--- src/rtl/npc_pkg.sv ---
// Shared core definitions: data width, RV32M multiply op encodings and the
// multiplier's FSM state type.
package npc_pkg;

    localparam int XLEN = 32;

    localparam logic [1:0] MUL_OP_MUL    = 2'b00;
    localparam logic [1:0] MUL_OP_MULH   = 2'b01;
    localparam logic [1:0] MUL_OP_MULHSU = 2'b10;
    localparam logic [1:0] MUL_OP_MULHU  = 2'b11;

    typedef enum logic [1:0] {
        IDLE,
        BUSY,
        FIX,
        DONE
    } mul_state_t;

endpackage

--- src/rtl/iter_mul_adder.sv ---
// Combinational WIDTH-bit adder shared with the ALU; the multiplier borrows it
// for the add step of each shift-add iteration.
module iter_mul_adder #(
    parameter int WIDTH = 32
) (
    input  logic [WIDTH-1:0] a,
    input  logic [WIDTH-1:0] b,
    input  logic             cin,
    input  logic             en,
    output logic [WIDTH-1:0] sum,
    output logic             cout
);

    // When disabled the adder passes operand a straight through.
    always_comb begin
        if (en) begin
            {cout, sum} = {1'b0, a} + {1'b0, b} + {{WIDTH{1'b0}}, cin};
        end else begin
            {cout, sum} = {1'b0, a};
        end
    end

endmodule

--- src/rtl/iter_mul.sv ---
// Multi-cycle shift-add multiplier for RV32M MUL/MULH/MULHSU/MULHU.
// Optional MUL_EARLY_EXIT_EN: leave BUSY once the remaining multiplier bits are zero.
module iter_mul
    import npc_pkg::*;
#(
    parameter int WIDTH = XLEN
) (
    input  logic             clk,
    input  logic             rst,
    input  logic             flush,
    input  logic             in_valid,
    output logic             in_ready,
    input  logic [1:0]       op,
    input  logic [WIDTH-1:0] a,
    input  logic [WIDTH-1:0] b,
    output logic             out_valid,
    input  logic             out_ready,
    output logic [WIDTH-1:0] result
);

    localparam int CNT_W = $clog2(WIDTH) + 1;

    mul_state_t         state;
    mul_state_t         state_next;

    logic [WIDTH-1:0]   hi;
    logic [WIDTH-1:0]   lo;
    logic [WIDTH-1:0]   mcand;
    logic [WIDTH-1:0]   result_q;
    logic [1:0]         op_q;
    logic               neg;
    logic [CNT_W-1:0]   cnt;

    logic               a_signed;
    logic               b_signed;
    logic               a_neg;
    logic               b_neg;
    logic [WIDTH-1:0]   a_mag;
    logic [WIDTH-1:0]   b_mag;

    logic [WIDTH-1:0]   add_b;
    logic [WIDTH-1:0]   sum;
    logic               cout;
    logic               last_step;
    logic [2*WIDTH-1:0] prod_adj;
    logic [2*WIDTH-1:0] prod_fix;

`ifdef MUL_EARLY_EXIT_EN
    logic [WIDTH-1:0]   rem_mask;
    logic [CNT_W-1:0]   shamt;
`endif

    // Magnitudes of the operands; |INT_MIN| still fits unsigned in WIDTH bits.
    always_comb begin
        a_signed = (op == MUL_OP_MULH) || (op == MUL_OP_MULHSU);
        b_signed = (op == MUL_OP_MULH);
        a_neg    = a_signed && a[WIDTH-1];
        b_neg    = b_signed && b[WIDTH-1];
        a_mag    = a_neg ? -a : a;
        b_mag    = b_neg ? -b : b;
    end

    assign add_b = lo[0] ? mcand : '0;

    iter_mul_adder #(
        .WIDTH (WIDTH)
    ) u_adder (
        .a    (hi),
        .b    (add_b),
        .cin  (1'b0),
        .en   (1'b1),
        .sum  (sum),
        .cout (cout)
    );

    always_comb begin
`ifdef MUL_EARLY_EXIT_EN
        // Bits still to be consumed after this step are lo[WIDTH-1-cnt:1].
        rem_mask  = {WIDTH{1'b1}} >> (cnt + CNT_W'(1));
        last_step = (cnt == CNT_W'(WIDTH - 1)) || (((lo >> 1) & rem_mask) == '0);
        shamt     = CNT_W'(WIDTH) - cnt;
        prod_adj  = {hi, lo} >> shamt;
`else
        last_step = (cnt == CNT_W'(WIDTH - 1));
        prod_adj  = {hi, lo};
`endif
        prod_fix  = neg ? -prod_adj : prod_adj;
    end

    always_ff @(posedge clk) begin
        if (rst) begin
            state <= IDLE;
        end else begin
            state <= state_next;
        end
    end

    // flush beats both a new op and a result handshake.
    always_comb begin
        state_next = state;
        case (state)
            IDLE: if (in_valid && !flush) state_next = BUSY;
            BUSY: begin
                if (flush) begin
                    state_next = IDLE;
                end else if (last_step) begin
                    state_next = FIX;
                end
            end
            FIX:  state_next = flush ? IDLE : DONE;
            DONE: if (flush || out_ready) state_next = IDLE;
            default: state_next = IDLE;
        endcase
    end

    always_ff @(posedge clk) begin
        if (rst) begin
            hi       <= '0;
            lo       <= '0;
            mcand    <= '0;
            cnt      <= '0;
            neg      <= 1'b0;
            op_q     <= MUL_OP_MUL;
            result_q <= '0;
        end else if (!flush) begin
            case (state)
                IDLE: begin
                    if (in_valid) begin
                        mcand <= a_mag;
                        hi    <= '0;
                        lo    <= b_mag;
                        cnt   <= '0;
                        neg   <= a_neg ^ b_neg;
                        op_q  <= op;
                    end
                end
                BUSY: begin
                    hi  <= {cout, sum[WIDTH-1:1]};
                    lo  <= {sum[0], lo[WIDTH-1:1]};
                    cnt <= cnt + CNT_W'(1);
                end
                FIX: begin
                    {hi, lo} <= prod_fix;
                    result_q <= (op_q == MUL_OP_MUL) ? prod_fix[WIDTH-1:0]
                                                     : prod_fix[2*WIDTH-1:WIDTH];
                end
                default: ;
            endcase
        end
    end

    assign in_ready  = (state == IDLE) && !rst;
    assign out_valid = (state == DONE);
    assign result    = result_q;

endmodule

--- config.mk ---
export PLATFORM = sky130hd
export DESIGN_NAME = iter_mul
export DESIGN_NICKNAME = d
export VERILOG_FILES = /design/src/rtl/npc_pkg.sv /design/src/rtl/iter_mul_adder.sv /design/src/rtl/iter_mul.sv
export SDC_FILE = /design/constraint.sdc
export NUM_CORES = 1
export LEC_CHECK = 0
export ABC_CLOCK_PERIOD_IN_PS = 6000
export CAP_MARGIN = 20
export CORE_MARGIN = 2
export CORE_UTILIZATION = 45
export DETAILED_ROUTE_END_ITERATION = 7
export PLACE_DENSITY = 0.65
export SLEW_MARGIN = 20
export SYNTH_ARGS = -nofsm -noshare
export SYNTH_HDL_FRONTEND = slang
export SYNTH_SLANG_ARGS = --single-unit
export TNS_END_PERCENT = 5
--- constraint.sdc ---
create_clock -name clk -period 6 [get_ports clk]
set_input_delay 1.2 -clock clk [delete_from_list [all_inputs] [get_ports clk]]
set_output_delay 1.2 -clock clk [all_outputs]
set_load 0.005 [all_outputs]
==> results of run 1 <==
path summary, 6_finish.rpt:
check        slack (ps)                      end
min                 450  result[16]$_SDFFE_PP0P_
max reg2reg        2140      hi[27]$_SDFFE_PP0P_
max                2070      lo[27]$_SDFFE_PP0P_
min reg2reg         450  result[16]$_SDFFE_PP0P_
cells in the final DEF, fill, tap and decap left out, types with 7 or more instances in the layout:
cell,netlist,routed
or3_1,23,23
a22oi_1,9,9
o22ai_1,12,12
a2111oi_0,15,15
o221ai_1,8,8
o21ai_0,84,84
clkdlybuf4s50_1,0,103
and2_1,35,35
o21a_1,7,7
nor2_1,143,140
ha_1,41,40
a211oi_1,36,36
or4_4,7,7
clkbuf_16,0,17
dfxtp_1,139,138
or4_1,19,19
o31ai_1,34,34
inv_1,34,34
a31oi_1,18,18
o41ai_1,16,16
nand2_1,129,129
or2_2,11,11
o211ai_1,7,7
a311oi_1,13,13
xnor2_1,69,69
xor2_1,65,65
a21o_1,30,30
nand3_1,35,35
nor3_1,53,53
a21oi_1,105,105
a221oi_1,18,18
nor4_1,13,13
nand2b_1,12,12
buf_4,0,18
nand4_1,13,13
metrics by stage:
step	instance area [µm²]	cells	util [%]	setup WS [ps]
2_1_floorplan	11000	1458	-	2340
3_3_place_gp	12200	1798	50.4	1710
3_5_place_dp	12200	1798	50.4	1670
4_1_cts	12800	1830	52.8	2120
5_1_grt	12800	1830	52.8	1900
6_report	12800	1830	52.8	2070
final cells by class:
class | instances | area (µm²) | share of cell area [%]
clock buffers | 19 | 443 | 3.47
inverters | 35 | 131 | 1.03
repair buffers | 121 | 1170 | 9.13
multi-input cells | 1179 | 7700 | 60.3
well taps | 324 | 405 | 3.18
clock inverters | 13 | 133 | 1.04
flip-flops and latches | 139 | 2780 | 21.8
per-layer routing:
layer  vias up  global-route usage, %
li1       5483                      -
met1      5388                   40.5
met2       487                   42.9
met3        54                   4.80
met4         0                   7.13
met5         -                      0
state kept, by name (all words and copies together), names as in the netlist:
name / count
hi: 32
neg: 1
cnt: 6
lo: 32
mcand: 32
result: 32
op_q: 2
state: 2
worst max-delay path, stage by stage:
cell and delay, ps:
clkdlybuf4s50_1 480, or4_4 580, or4_4 460, or4_1 640, o41ai_2 270, xor2_1 170, o22ai_1 90, a311oi_1 240
nor3_1 80
power by group through the flow:
| stage | logic (mW) | registers, mW | clock network, mW |
|---|---|---|---|
| floorplan | 0.527 | 1.04 | 0 |
| global placement | 0.752 | 1.07 | 0 |
| detailed placement | 0.758 | 1.07 | 0 |
| CTS | 0.763 | 1.05 | 1.07 |
| global route | 0.843 | 1.06 | 1.11 |
| finish | 0.775 | 1.05 | 1.06 |
cells by family (layout without fill, tap and decap cells):
logic type,Yosys count,after routing,synth area share [%]
buffers and inverters,140,188,4.88
AND/OR/NAND/NOR,529,529,24.6
adder cells (fa/ha/maj),42,42,4.84
AO/OA/AOI/OAI,468,468,29.2
XOR/XNOR,134,134,10.7
multiplexers,6,6,0.557
flip-flops,139,139,25.3
==> impl_results.md, run 1 <==
* Die area at 0.0257 mm²
* Power Internal at 1.86 mW
* Met1 wire length at 16.7 mm
* Per-cell routed wire length at 19.8 µm
* Ys Warns at 0
* Most common cell in the netlist: nor2_1
* Reg2reg path depth at 13
* Max Used Layer: met4
* Longest Clk Path Bufs at 2
* Routability congestion estimate at 0.905
* Via count at 11412
* Synthesized Nets at 1571
* Sw Pwr at 1.03 mW
* Vias in the first global route at 10414
* Max frequency at 255 MHz
* # IOs at 105
* # diodes at 0
* CTS buffer count at 17
* Worst slew pin tran at 1090 ps
* Yosys top cell by area: dfxtp_1
* RSZ-0062 raised after global routing: false
* HP Class: flop to flop
* Synth cell types at 77
* Clock Skew at 14.9 ps
* Setup TNS at 0 ps
* Hold path depth at 2
* Mean post-synth cell area at 7.55 µm²
* Slew Limit Headroom at 26.8%
* DP HPWL at 26.8 mm
* Vias/cell at 6.24
* CTS Hold Buffers Added at 0
* Min Clock Period, post-route at 3930 ps
* Top cells by count, synth: nor2_1, dfxtp_1, nand2_1
* Ys flop type: dfxtp_1
* Logic pwr share at 26.9%
* HP Start: result[16]$_SDFFE_PP0P_
* Fraction of registers with async set/reset at 0%
* Cell Rows at 57
* Power per cell area at 226 mW/mm²
* Status: completed
* Layout cells sized above 1 at 6.31%
* Post CTS Setup Buffer Count at 0
* Mapped Area at 0.0110 mm²
* Root buffer cell: clkbuf_16
* Design Power at 2.88 mW
* Final period util at 65.5%
* Seq pwr share at 36.4%
* Core Footprint at 0.0242 mm²
* Synth top area cells: dfxtp_1, xnor2_1, xor2_1
* Initial antenna violation count at 0
* Post-synth top area share at 25.3%
* Register area share after synthesis at 25.3%
* Met2 routed WL at 16.2 mm
* GR Overflow Total at 0
* Switching Share at 35.7%
* Final wirelength at 36.3 mm
* Crit path max fanout at 6
* Routed met3 length at 2.67 mm
* CTS tree: done
* Critical Path Sink Type: flop
* Leakage at 4.59 nW
* Total track usage at 27.9%
* Max VDD drop at 0.161 mV
* Final nets at 1606
* Endpoints failing setup at 0
* FF-to-FF Start: lo[0]$_SDFFE_PP0P_
* Die Wd at 160 µm
* CP Launch Point: b[10]
* CTS H-tree lvls at 4
* Cells after Synth at 1458
* Clock latency on the worst-skew pair at 440 ps
* First drt pass iteration count at 6
* CP arrival at 4220 ps
* Resize count post-CTS at 0
* Worst endpoint required time at 6290 ps
* Number of port buffers at 104
* CTS sink cnt at 139
* Worst Setup Start Kind: input port
* Max-Cap Viols at 0
* Initial Util at 45.5%
* First-pass GRT wire length at 57.6 mm
* Synthesized flop and latch total at 139
* Pins Over Slew Limit at 0
* Setup CP Type: input port to flop
* Clk pwr share at 36.8%
* Largest net degree at the start of global routing at 78
* Final ANT Viol Nets at 0
* Hold Slack at 450 ps
* Final hold viol count at 0
* Die Y at 160 µm
* Layout area overhead at 16.0%
* DRC Markers at 0
* Fill cells at 2354
* Clk slew on worst S/H paths at 70 ps
* Initial drt markers at 1202
* Post-synth EDFFs at 0
No activity file was read; power rests on OpenSTA's default activity.
==> inputs of run 2 (changes only) <==
- ABC_CLOCK_PERIOD_IN_PS: 6000 -> 3550
- PLACE_DENSITY: 0.65 -> 0.68
- clock period: 6 -> 3.55 ns (I/O delays scaled with it)
==> impl_results.md, run 2 (synthesis results as in run 1) <==
* HP Start: mcand[26]$_SDFFE_PP0P_
* Longest Clk Path Bufs at 2
* Status: completed
* Critical Path Sink Type: flop
* Reg2reg path depth at 14
* Clock latency on the worst-skew pair at 440 ps
* Layout area overhead at 21.4%
* CTS H-tree lvls at 4
* Slew Limit Headroom at 50.3%
* Max VDD drop at 0.292 mV
* Fill cells at 2318
* Root buffer cell: clkbuf_16
* CTS Hold Buffers Added at 0
* Worst slew pin tran at 746 ps
* Leakage at 4.96 nW
* Final hold viol count at 0
* Final nets at 1673
* Clk slew on worst S/H paths at 70 ps
* CTS buffer count at 17
* HP Class: flop to flop
* Layout cells sized above 1 at 10.4%
* Post CTS Setup Buffer Count at 0
* Cell Rows at 57
* Post-route cell area at 0.0134 mm²
* First drt pass iteration count at 6
* Die area at 0.0257 mm²
* Total track usage at 27.9%
* CP arrival at 3740 ps
* DP HPWL at 27.9 mm
* Power per cell area at 382 mW/mm²
* Slowest cell on crit path: or3b_2
* Final period util at 95.9%
* Number of port buffers at 104
* Crit path buffers/inverters at 5
* Hold Path Sink: mcand[26]$_SDFFE_PP0P_
* Hold path depth at 2
* FF-to-FF End: result[4]$_SDFFE_PP0P_
* First-pass GRT wire length at 58.1 mm
* Crit path max-delay family: simple AND/OR/NAND/NOR gates
* Initial antenna violation count at 1
* CTS sink cnt at 139
* Per-cell routed wire length at 19.3 µm
* Die Wd at 160 µm
* Resize count post-CTS at 0
* Critical-path cell list: buf_4 -> inv_1 -> ha_1 -> or3b_2 -> nor4_4 -> buf_4 -> nand3_4 -> buf_4 -> or2_2 -> o21ai_0 -> buf_4 -> xor2_1 -> nand2_1 -> a32o_1
* Setup CP Type: flop to flop
* Endpoints failing setup at 0
* Final wirelength at 36.6 mm
* GR Overflow Total at 0
* Clock Skew at 11.2 ps
* Initial Util at 45.5%
* CTS tree: done
* Max frequency at 294 MHz
* Most frequent cells in the layout: nor2_1, dfxtp_1, nand2_1
* Core Footprint at 0.0242 mm²
* Placed Area at 0.0127 mm²
* Largest net degree at the start of global routing at 61
* Final core utilization at 55.3%
* Worst Setup Start Kind: flop
* Most common cell after layout, fill and taps aside: nor2_1
* R2R setup slack at 140 ps
* Worst endpoint required time at 3880 ps
* FF-to-FF Start: lo[0]$_SDFFE_PP0P_
* Final ANT Viol Nets at 0
* Most used cell along the critical path: buf_4
* RSZ-0062 raised after global routing: false
* DRC Markers at 0
* Die Y at 160 µm
* Pins Over Slew Limit at 0
* Max-Cap Viols at 0
* Vias/cell at 6.21
* Min Clock Period, post-route at 3410 ps
* Vias in the first global route at 10878
* # diodes at 0
* Initial drt markers at 1198
* Slowest stage delay, CP at 510 ps
* # IOs at 105
* Via count at 11766
* Routability congestion estimate at 0.942
* Crit path max fanout at 9
[run 2: cell count changes in the layout (fill, tap and decap cells not counted), moves of 2 or more]
cell / delta
bufinv_16: +3
buf_4: +64
buf_12: +3
inv_6: -2
[run 2: layout make-up]
type                            instances  area [µm²]  share of cell area, %
Multi-Input combinational cell       1179        7700                   57.7
Sequential cell                       139        2790                   20.8
Timing Repair Buffer                  188        1710                   12.8
Clock buffer                           18         439                   3.29
Tap cell                              324         405                   3.03
Clock inverter                         13         190                   1.42
Inverter                               35         131                  0.983
[run 2: power breakdown]
part / leakage (nW) / switching, mW / internal (mW) / total (mW)
clock: 0.295 / 0.752 / 1.20 / 1.95
sequential: 1.13 / 0.121 / 1.66 / 1.78
combinational: 3.54 / 0.837 / 0.538 / 1.38
total: 4.96 / 1.71 / 3.39 / 5.10
[run 2: worst max-delay path by stage]
| stage | slack [ps] | depth (start not counted) | start | end |
|---|---|---|---|---|
| after detailed placement | -180 | 9 | b[12] | lo[27]$_SDFFE_PP0P_ |
| after floorplan | 350 | 12 | lo[0]$_SDFFE_PP0P_ | hi[26]$_SDFFE_PP0P_ |
| after global routing | 40 | 11 | lo[0]$_SDFFE_PP0P_ | hi[28]$_SDFFE_PP0P_ |
| after CTS | 150 | 13 | lo[0]$_SDFFE_PP0P_ | hi[27]$_SDFFE_PP0P_ |
| final | 140 | 14 | lo[0]$_SDFFE_PP0P_ | result[4]$_SDFFE_PP0P_ |
| after global placement | -150 | 9 | b[12] | lo[27]$_SDFFE_PP0P_ |
[run 2: worst min-delay path, cell delays in order (launching register included)]
cell	delay, ps
dfxtp_1	300
nand2_1	50
a21oi_1	50
[run 2: metrics by stage]
stage / setup WS, ps / hold slack, ps / power [mW] / cells / setup TNS [ps]
global route: 41.5 / 468 / 5.30 / 1896 / 0
detailed placement: -184 / 441 / 3.15 / 1865 / -852
global placement: -151 / 434 / 3.13 / 1865 / -573
finish: 145 / 449 / 5.10 / 1896 / 0
CTS: 152 / 448 / 5.08 / 1896 / 0
floorplan: 350 / 427 / 2.65 / 1458 / 0
[run 2: layer usage]
| layer | vias up | part of all wire (%) | GRT usage [%] |
|---|---|---|---|
| met2 | 514 | 45 | 44.5 |
| met4 | 0 | 2.7 | 9.99 |
| met3 | 79 | 7.8 | 4.91 |
| met5 | - | 0 | 0 |
| li1 | 5638 | - | - |
| met1 | 5535 | 44 | 38.1 |
